==> config.mk <==
export PLATFORM = sky130hd
export DESIGN_NAME = pc_unit_flat
export DESIGN_NICKNAME = d
export VERILOG_FILES = /design/src/rtl/pc_unit_if.sv /design/src/rtl/pc_unit.sv /design/src/flat_wrapper.sv
export SDC_FILE = /design/constraint.sdc
export NUM_CORES = 1
export LEC_CHECK = 0
export ABC_CLOCK_PERIOD_IN_PS = 2400
export CAP_MARGIN = 20
export CORE_MARGIN = 1
export CORE_UTILIZATION = 35
export DETAILED_ROUTE_END_ITERATION = 8
export PLACE_DENSITY = 0.64
export SLEW_MARGIN = 20
export SYNTH_ARGS = -nofsm -noshare
export SYNTH_HDL_FRONTEND = slang
export SYNTH_SLANG_ARGS = --single-unit
==> constraint.sdc <==
create_clock -name clk -period 2.4 [get_ports clk]
set_input_delay 0.48 -clock clk [delete_from_list [all_inputs] [get_ports clk]]
set_output_delay 0.48 -clock clk [all_outputs]
set_load 0.01 [all_outputs]
==> src/rtl/pc_unit_if.sv <==
// Control and status bundle between the fetch sequencer and the program counter stage.
// Plain wires only: no storage, no flow control beyond the stall level.
interface pc_unit_if #(
   parameter int WIDTH       = 8,
   parameter int STACK_DEPTH = 4
);
   localparam int DW = $clog2(STACK_DEPTH + 1);

   logic             stall;
   logic             load;
   logic             call;
   logic             ret;
   logic [WIDTH-1:0] load_addr;
   logic [WIDTH-1:0] pc;
   logic [DW-1:0]    depth;
   logic             stack_full;
   logic             stack_empty;
   logic             err;

   modport master (
      output stall, load, call, ret, load_addr,
      input  pc, depth, stack_full, stack_empty, err
   );

   modport slave (
      input  stall, load, call, ret, load_addr,
      output pc, depth, stack_full, stack_empty, err
   );
endinterface

==> src/rtl/pc_unit.sv <==
// Program counter with increment, branch load and a LIFO return-address stack.
// One-cycle latency on every action; stall holds all state, no other backpressure.
module pc_unit #(
   parameter int WIDTH       = 8,
   parameter int STACK_DEPTH = 4,
   parameter int RESET_ADDR  = 0
) (
   input logic       clk,
   input logic       rst_n,
   pc_unit_if.slave  bus
);
   localparam int DW = $clog2(STACK_DEPTH + 1);
   localparam int AW = (STACK_DEPTH > 1) ? $clog2(STACK_DEPTH) : 1;

   logic [WIDTH-1:0] pc_q, pc_d, pc_inc;
   logic [DW-1:0]    depth_q, depth_d;
   logic             err_q, err_d;
   logic             push;
   logic [AW-1:0]    top_idx, wr_idx;
   logic             empty, full;
   logic [WIDTH-1:0] stack_mem [STACK_DEPTH];

   assign pc_inc  = pc_q + WIDTH'(1);
   assign empty   = (depth_q == '0);
   assign full    = (depth_q == DW'(STACK_DEPTH));
   assign top_idx = AW'(depth_q - DW'(1));
   assign wr_idx  = AW'(depth_q);

   // Priority chain: stall, ret, call, load, increment.
   always_comb begin
      pc_d    = pc_q;
      depth_d = depth_q;
      err_d   = err_q;
      push    = 1'b0;
      if (!bus.stall) begin
         if (bus.ret) begin
            if (!empty) begin
               pc_d    = stack_mem[top_idx];
               depth_d = depth_q - DW'(1);
            end else begin
               err_d = 1'b1;
            end
         end else if (bus.call) begin
            if (!full) begin
               push    = 1'b1;
               pc_d    = bus.load_addr;
               depth_d = depth_q + DW'(1);
            end else begin
               err_d = 1'b1;
            end
         end else if (bus.load) begin
            pc_d = bus.load_addr;
         end else begin
            pc_d = pc_inc;
         end
      end
   end

   always_ff @(posedge clk or negedge rst_n) begin
      if (!rst_n) begin
         pc_q    <= WIDTH'(RESET_ADDR);
         depth_q <= '0;
         err_q   <= 1'b0;
      end else begin
         pc_q    <= pc_d;
         depth_q <= depth_d;
         err_q   <= err_d;
      end
   end

   // Entries above depth are invisible, so the array needs no reset.
   always_ff @(posedge clk) begin
      if (push) begin
         stack_mem[wr_idx] <= pc_inc;
      end
   end

   assign bus.pc          = pc_q;
   assign bus.depth       = depth_q;
   assign bus.stack_full  = full;
   assign bus.stack_empty = empty;
   assign bus.err         = err_q;
endmodule
==> src/flat_wrapper.sv <==
// flat-port wrapper written by rule: the top's interface ports become plain ports
module pc_unit_flat 
#(
   parameter int WIDTH       = 8,
   parameter int STACK_DEPTH = 4,
   parameter int RESET_ADDR  = 0
)
  (clk, rst_n, bus_stall, bus_load, bus_call, bus_ret, bus_load_addr, bus_pc, bus_depth, bus_stack_full, bus_stack_empty, bus_err);
  pc_unit_if #(.WIDTH(WIDTH), .STACK_DEPTH(STACK_DEPTH)) bus_i ();
  input logic clk;
  input logic rst_n;
  input wire logic [$bits(bus_i.stall)-1:0] bus_stall;
  input wire logic [$bits(bus_i.load)-1:0] bus_load;
  input wire logic [$bits(bus_i.call)-1:0] bus_call;
  input wire logic [$bits(bus_i.ret)-1:0] bus_ret;
  input wire logic [$bits(bus_i.load_addr)-1:0] bus_load_addr;
  output wire logic [$bits(bus_i.pc)-1:0] bus_pc;
  output wire logic [$bits(bus_i.depth)-1:0] bus_depth;
  output wire logic [$bits(bus_i.stack_full)-1:0] bus_stack_full;
  output wire logic [$bits(bus_i.stack_empty)-1:0] bus_stack_empty;
  output wire logic [$bits(bus_i.err)-1:0] bus_err;
  assign bus_i.stall = bus_stall;
  assign bus_i.load = bus_load;
  assign bus_i.call = bus_call;
  assign bus_i.ret = bus_ret;
  assign bus_i.load_addr = bus_load_addr;
  assign bus_pc = bus_i.pc;
  assign bus_depth = bus_i.depth;
  assign bus_stack_full = bus_i.stack_full;
  assign bus_stack_empty = bus_i.stack_empty;
  assign bus_err = bus_i.err;
  pc_unit #(.WIDTH(WIDTH), .STACK_DEPTH(STACK_DEPTH), .RESET_ADDR(RESET_ADDR)) u_core (.clk(clk), .rst_n(rst_n), .bus(bus_i));
endmodule
==> impl_metrics.ini, run 1 <==
[timing]
worst_slack_ns = 0.147
setup_tns_ns = 0
fmax_ghz = 0.444
fin_crit_ns = 2.25
finalClockSkew_ns = 0.00854
maxSlewViolCount = 0
grt_setup_unrepaired = false
setup_viol = 0
hold_violations = 0
holdWs_ns = 0.473
min_period_over_period_pct = 93.9
tightestPinTransition_ns = 0.620
slew_headroom_pct = 58.6

[worst_setup_path]
crit_buf_inv = 2
path_delay_family = buffers and inverters
r2r_end = u_core.stack_mem[0][6]$_DFFE_PP_
cp.required_ns = 1.92
crit_start = u_core.bus.depth[1]$_DFFE_PN0P_
arrival_ns = 1.77
rrSetupSlack_ns = 0.30
startpoint_type = register
worst_r2r_path_depth = 5
path_class = reg -> out
r2r_start = u_core.bus.depth[1]$_DFFE_PN0P_
slowest_delay_ns = 0.54
endpoint_kind = output port
path_cells = inv_1, ha_2, nor2b_1, clkdlybuf4s50_1
cp_slowest_cell = clkdlybuf4s50_1
worstPathMaxFanout = 6

[drt]
first_pass_iters = 4
routed_wl_um = 4000
drt_drc_violations_left = 0
ant_nets = 0
drt_iter0_drc = 45
vias_per_cell = 5.18
wl_per_cell_um = 15.6
vias = 1332

[finish]
postLayoutCoreUtil_pct = 45.6
num_antenna_cells = 0
drive_gt1_share_pct = 9.19
fillers = 506
final_nets = 204
area_growth_pct = 22.4

[synthesis]
synth_top_area_cell = edfxtp_1
synth_compound_area_share_pct = 8.28
synth_top_family_by_area = multiplexers
postSynthCellCount = 153
syn_area_per_cell_um2 = 13.8
synth_area_um2 = 2110
synth_area_leaders = edfxtp_1, dfrtp_1, mux4_1
yosysWarnings = 0
synth_adder_area_share_pct = 3.55
synth_ff_type = edfxtp_1
yosysUniqueCellTypes = 39
synth_common_cells = edfxtp_1, dfrtp_1, nor2_1
muxShareOfSynthArea_pct = 11.7
ys_async_sr_fraction_pct = 27.3
synth_top_cell_area_share_pct = 45.4
yosysSeqAreaShare_pct = 59.6
synth_nets = 173
synth_seq_cells = 44
synth_xor_area_share_pct = 3.73
yosys.area_share.simple_pct = 10.4
yosysMostFrequentCell = edfxtp_1
synth-edff-count = 32

[worst_hold_path]
whs_path_depth = 1
min_path_type = reg -> reg
worstHoldStart = u_core.bus.err$_DFFE_PN0P_
worstHoldEndpoint = u_core.bus.err$_DFFE_PN0P_

[global_routing]
grt-ovfl-total = 0
grt_max_degree = 19
grt_use_total_pct = 13.6
grt_antenna_before_repair = 0
grt_pass1_wl_um = 6490
grt_pass1_vias = 1309

[clock_network]
htree_levels = 2
clk_latency_ns = 0.29
cts_buffer_depth = 2
cts_tree = yes
post_cts_buffers = 0
cts_hold_buf = 0
path_clk_slew_ns = 0.09
cts_buffers = 5
root_buffer = clkbuf_8
clock_sink_count = 44

[power]
p_leak_nw = 0.952
ir_worst_vdd_uv = 421
power_density_nw_per_um2 = 1130
power_mw = 2.93

[floorplanning]
std_cell_rows = 27
die_area_um2 = 6360
initial_core_util_pct = 37.3
io_pins = 28
die_y_um = 79.7
dieWidth_um = 79.7
coreArea_um2 = 5680

[placement]
port_buffers = 27
gp_congestion = 0.790
hpwl_um = 2970
place_ws_ns = -0.00327

[run_status]
outcome = complete, no violations

[job]
maxCapViolCount = 0
worst max-delay path by stage:
| stage | to | slack [ns] | depth (start not counted) |
|---|---|---|---|
| after global placement | u_core.stack_mem[1][1]$_DFFE_PP_ | 0.09 | 4 |
| after global routing | bus_stack_empty | 0.04 | 4 |
| after floorplan | u_core.bus.pc[5]$_DFFE_PN0P_ | 0.17 | 8 |
| after CTS | bus_stack_empty | 0.11 | 4 |
| after detailed placement | u_core.stack_mem[0][4]$_DFFE_PP_ | -0.003 | 4 |
| final | bus_stack_empty | 0.15 | 4 |
area by class of cell:
| type | instances | area [µm²] | share of cell area, % |
|---|---|---|---|
| Inverter | 6 | 22.5 | 0.870 |
| Sequential cell | 44 | 1260 | 48.7 |
| Multi-Input combinational cell | 96 | 798 | 30.9 |
| Clock inverter | 3 | 46.3 | 1.79 |
| Tap cell | 72 | 90.1 | 3.48 |
| Timing Repair Buffer | 31 | 300 | 11.6 |
| Clock buffer | 5 | 68.8 | 2.66 |
power breakdown:
part / switching (mW) / total, mW / internal [mW] / leakage, nW
clock: 0.258 / 0.571 / 0.313 / 0.0548
sequential: 0.147 / 1.21 / 1.06 / 0.425
combinational: 0.564 / 1.14 / 0.578 / 0.473
logic make-up after synthesis:
kind of cell,Yosys count
buffers and inverters,13
multiplexers,12
flip-flops,44
XOR/XNOR,9
adder cells (fa/ha/maj),6
AND/OR/NAND/NOR,43
AO/OA/AOI/OAI,26
state kept, by name (all words and copies together), names as in the netlist:
register,count
u_core.bus.depth,3
u_core.bus.err,1
u_core.bus.pc,8
u_core.stack_mem,32
placed cells by master, fill, tap and decap left out, types with 2 or more instances in the layout:
cell             count
a21oi_1              5
a31oi_1              2
and2_1               6
buf_4                4
clkbuf_8             5
clkdlybuf4s50_1     27
dfrtp_1             12
edfxtp_1            32
ha_1                 5
inv_1                6
mux2i_1              3
mux4_1               7
nand2_1              8
nand2b_1             2
nand3_1              5
nand4b_1             2
nor2_1              12
nor3_1               3
o21ai_0              6
o311ai_0             2
o31a_1               2
xnor2_1              3
xor2_1               6
worst reg2reg max path: cells and delay by family (launching register included):
family | cells | cell delay, ns
buffers and inverters | 1 | 0.11
flip-flops | 1 | 0.40
AO/OA/AOI/OAI | 1 | 0.22
adder cells (fa/ha/maj) | 1 | 0.22
AND/OR/NAND/NOR | 2 | 0.82
repair_timing:
action / in CTS / in global routing
endpoints found under the hold margin: 0 / 0
gates resized for setup: 0 / 1
setup endpoints to repair: 0 / 1
stage by stage:
stage,area (µm²),instances
2_1_floorplan,2110,153
3_3_place_gp,2470,249
3_5_place_dp,2470,249
4_1_cts,2580,257
5_1_grt,2590,257
6_report,2590,257
metal layers:
| metal | vias to the layer above | global-route usage (%) | routed length, µm |
|---|---|---|---|
| met5 | - | 0 | 0 |
| met4 | 0 | 5.09 | 43 |
| met3 | 4 | 3.43 | 211 |
| met2 | 47 | 20.8 | 1770 |
| met1 | 642 | 18.6 | 1980 |
| li1 | 639 | - | - |
Note: power is estimated with default switching activity, not from simulation.
==> run 2: changes to the inputs <==
--- a/config.mk
+++ b/config.mk
@@ -11,6 +11,7 @@
 export CORE_UTILIZATION = 35
 export DETAILED_ROUTE_END_ITERATION = 8
 export PLACE_DENSITY = 0.64
+export RECOVER_POWER = 100
 export SLEW_MARGIN = 20
 export SYNTH_ARGS = -nofsm -noshare
 export SYNTH_HDL_FRONTEND = slang
==> impl_metrics.ini, run 2 (synthesized netlist as in run 1, its figures left out) <==
[worst_setup_path]
r2r_end = u_core.stack_mem[1][2]$_DFFE_PP_
startpoint_type = register
worstPathMaxFanout = 6
cp.required_ns = 1.92
crit_start = u_core.bus.depth[1]$_DFFE_PN0P_
arrival_ns = 1.77
crit_end = bus_stack_empty
rrSetupSlack_ns = 0.20
endpoint_kind = output port
worst_r2r_path_depth = 5
path_class = reg -> out
r2r_start = u_core.bus.depth[1]$_DFFE_PN0P_

[timing]
fin_crit_ns = 2.25
maxSlewViolCount = 0
hold_violations = 0
worst_slack_ns = 0.152
fmax_ghz = 0.445
tightestPinTransition_ns = 0.618
finalClockSkew_ns = 0.00931
grt_setup_unrepaired = false
min_period_over_period_pct = 93.7
setup_viol = 0
slew_headroom_pct = 58.7

[clock_network]
root_buffer = clkbuf_8
htree_levels = 2
post_cts_buffers = 0
cts_hold_buf = 0
clock_sink_count = 44
cts_buffer_depth = 2
cts_buffers = 5
path_clk_slew_ns = 0.09
clk_latency_ns = 0.29
cts_tree = yes

[floorplanning]
die_y_um = 79.7
coreArea_um2 = 5680
initial_core_util_pct = 37.3
io_pins = 28
dieWidth_um = 79.7
std_cell_rows = 27
die_area_um2 = 6360

[power]
power_mw = 2.88
switching_share_pct = 33.5
p_clk_share_pct = 19.8
power_frac_comb_pct = 38.2
p_leak_nw = 0.951
ir_worst_vdd_uv = 389
seq_power_share_pct = 41.9
p_int_mw = 1.92
power_switching_mw = 0.966
power_density_nw_per_um2 = 1120

[finish]
final_common_cell = edfxtp_1
final_nets = 204
multi_input_area_um2 = 798
final_cell_mix = edfxtp_1, clkdlybuf4s50_1, dlygate4sd3_1
seq_area_um2 = 1260
drive_gt1_share_pct = 9.19
stdcell_area_um2 = 2580
largest_reg_flops = 32
regMostFlops = u_core.stack_mem
area_growth_pct = 22.2
fillers = 506
num_antenna_cells = 0

[drt]
first_pass_iters = 4
routed_wl_um = 4020
wl_per_cell_um = 15.6
vias_per_cell = 5.21
ant_nets = 0
vias = 1339
drt_iter0_drc = 42
drt_drc_violations_left = 0

[placement]
port_buffers = 27
place_area_um2 = 2470
hpwl_um = 2970
gp_congestion = 0.790
place_ws_ns = -0.00327

[global_routing]
grt_use_total_pct = 13.6
grt_pass1_vias = 1309
grt_max_degree = 19
grt_pass1_wl_um = 6490
grt_antenna_before_repair = 0
grt-ovfl-total = 0

[worst_hold_path]
min_path_type = reg -> reg
whs_path_depth = 1

[run_status]
outcome = complete, no violations

[job]
maxCapViolCount = 0
## run 2: cell types whose count changed in the layout (fill, tap and decap cells not counted), sizes merged
| cell | previous run | this run |
|---|---|---|
| buf | 4 | 3 |
| clkbuf | 5 | 6 |
| dlygate4sd3 | 0 | 13 |
| clkdlybuf4s50 | 27 | 14 |
## run 2: worst min-delay path by stage
stage,start,end,slack [ns]
floorplan,rst_n,u_core.bus.depth[0]$_DFFE_PN0P_,0.18
global placement,u_core.bus.err$_DFFE_PN0P_,u_core.bus.err$_DFFE_PN0P_,0.44
detailed placement,u_core.bus.err$_DFFE_PN0P_,u_core.bus.err$_DFFE_PN0P_,0.45
CTS,u_core.bus.err$_DFFE_PN0P_,u_core.bus.err$_DFFE_PN0P_,0.48
global route,u_core.bus.err$_DFFE_PN0P_,u_core.bus.err$_DFFE_PN0P_,0.51
finish,u_core.bus.err$_DFFE_PN0P_,u_core.bus.err$_DFFE_PN0P_,0.47
## run 2: power groups by stage
stage	combinational, mW	sequential [mW]	clock (mW)
final	1.10	1.21	0.571
after global placement	1.11	1.22	0
after CTS	1.15	1.21	0.586
after floorplan	0.674	1.23	0
after detailed placement	1.14	1.23	0
after global routing	1.23	1.23	0.616
## run 2: routing by layer
layer / up-vias / global-route usage, % / share of wire (%)
li1: 642 / - / -
met3: 4 / 3.43 / 4.9
met4: 0 / 5.09 / 1.1
met5: - / 0 / 0
met2: 42 / 20.8 / 44
met1: 651 / 18.6 / 50
## run 2: per-stage QoR
stage                     instances  hold WS (ns)  utilization [%]  setup TNS (ns)
after global routing            257         0.509             45.5               0
after CTS                       257         0.477             45.5               0
after detailed placement        249         0.454             43.5         -0.0240
after global placement          249         0.439             43.5               0
final                           257         0.468             45.5               0
after floorplan                 153         0.184                -               0
## run 2: worst max-delay path, cell delays in order, from the launching register on
cell	delay (ns)
dfrtp_1	0.42
inv_1	0.13
ha_2	0.24
nor2b_1	0.15
clkdlybuf4s50_1	0.54
## run 2: final cells by class
| class | instances | share of cell area [%] |
|---|---|---|
| flip-flops and latches | 44 | 48.8 |
| multi-input cells | 96 | 30.9 |
| repair buffers | 31 | 11.5 |
| well taps | 72 | 3.48 |
| clock buffers | 5 | 2.66 |
| clock inverters | 3 | 1.79 |
| inverters | 6 | 0.871 |
## run 2: what timing repair did
action | 4_1_cts | 5_1_grt
setup endpoints to repair | 0 | 1
resized for setup | 0 | 1
endpoints found under the hold margin | 0 | 0
==> run 3: changes to the inputs <==
--- a/config.mk
+++ b/config.mk
@@ -5,7 +5,6 @@
 export SDC_FILE = /design/constraint.sdc
 export NUM_CORES = 1
 export LEC_CHECK = 0
-export ABC_CLOCK_PERIOD_IN_PS = 2400
 export CAP_MARGIN = 20
 export CORE_MARGIN = 1
 export CORE_UTILIZATION = 35
==> results of run 3 <==
Same layout as run 2: the final DEF is identical, and so are final timing and power.
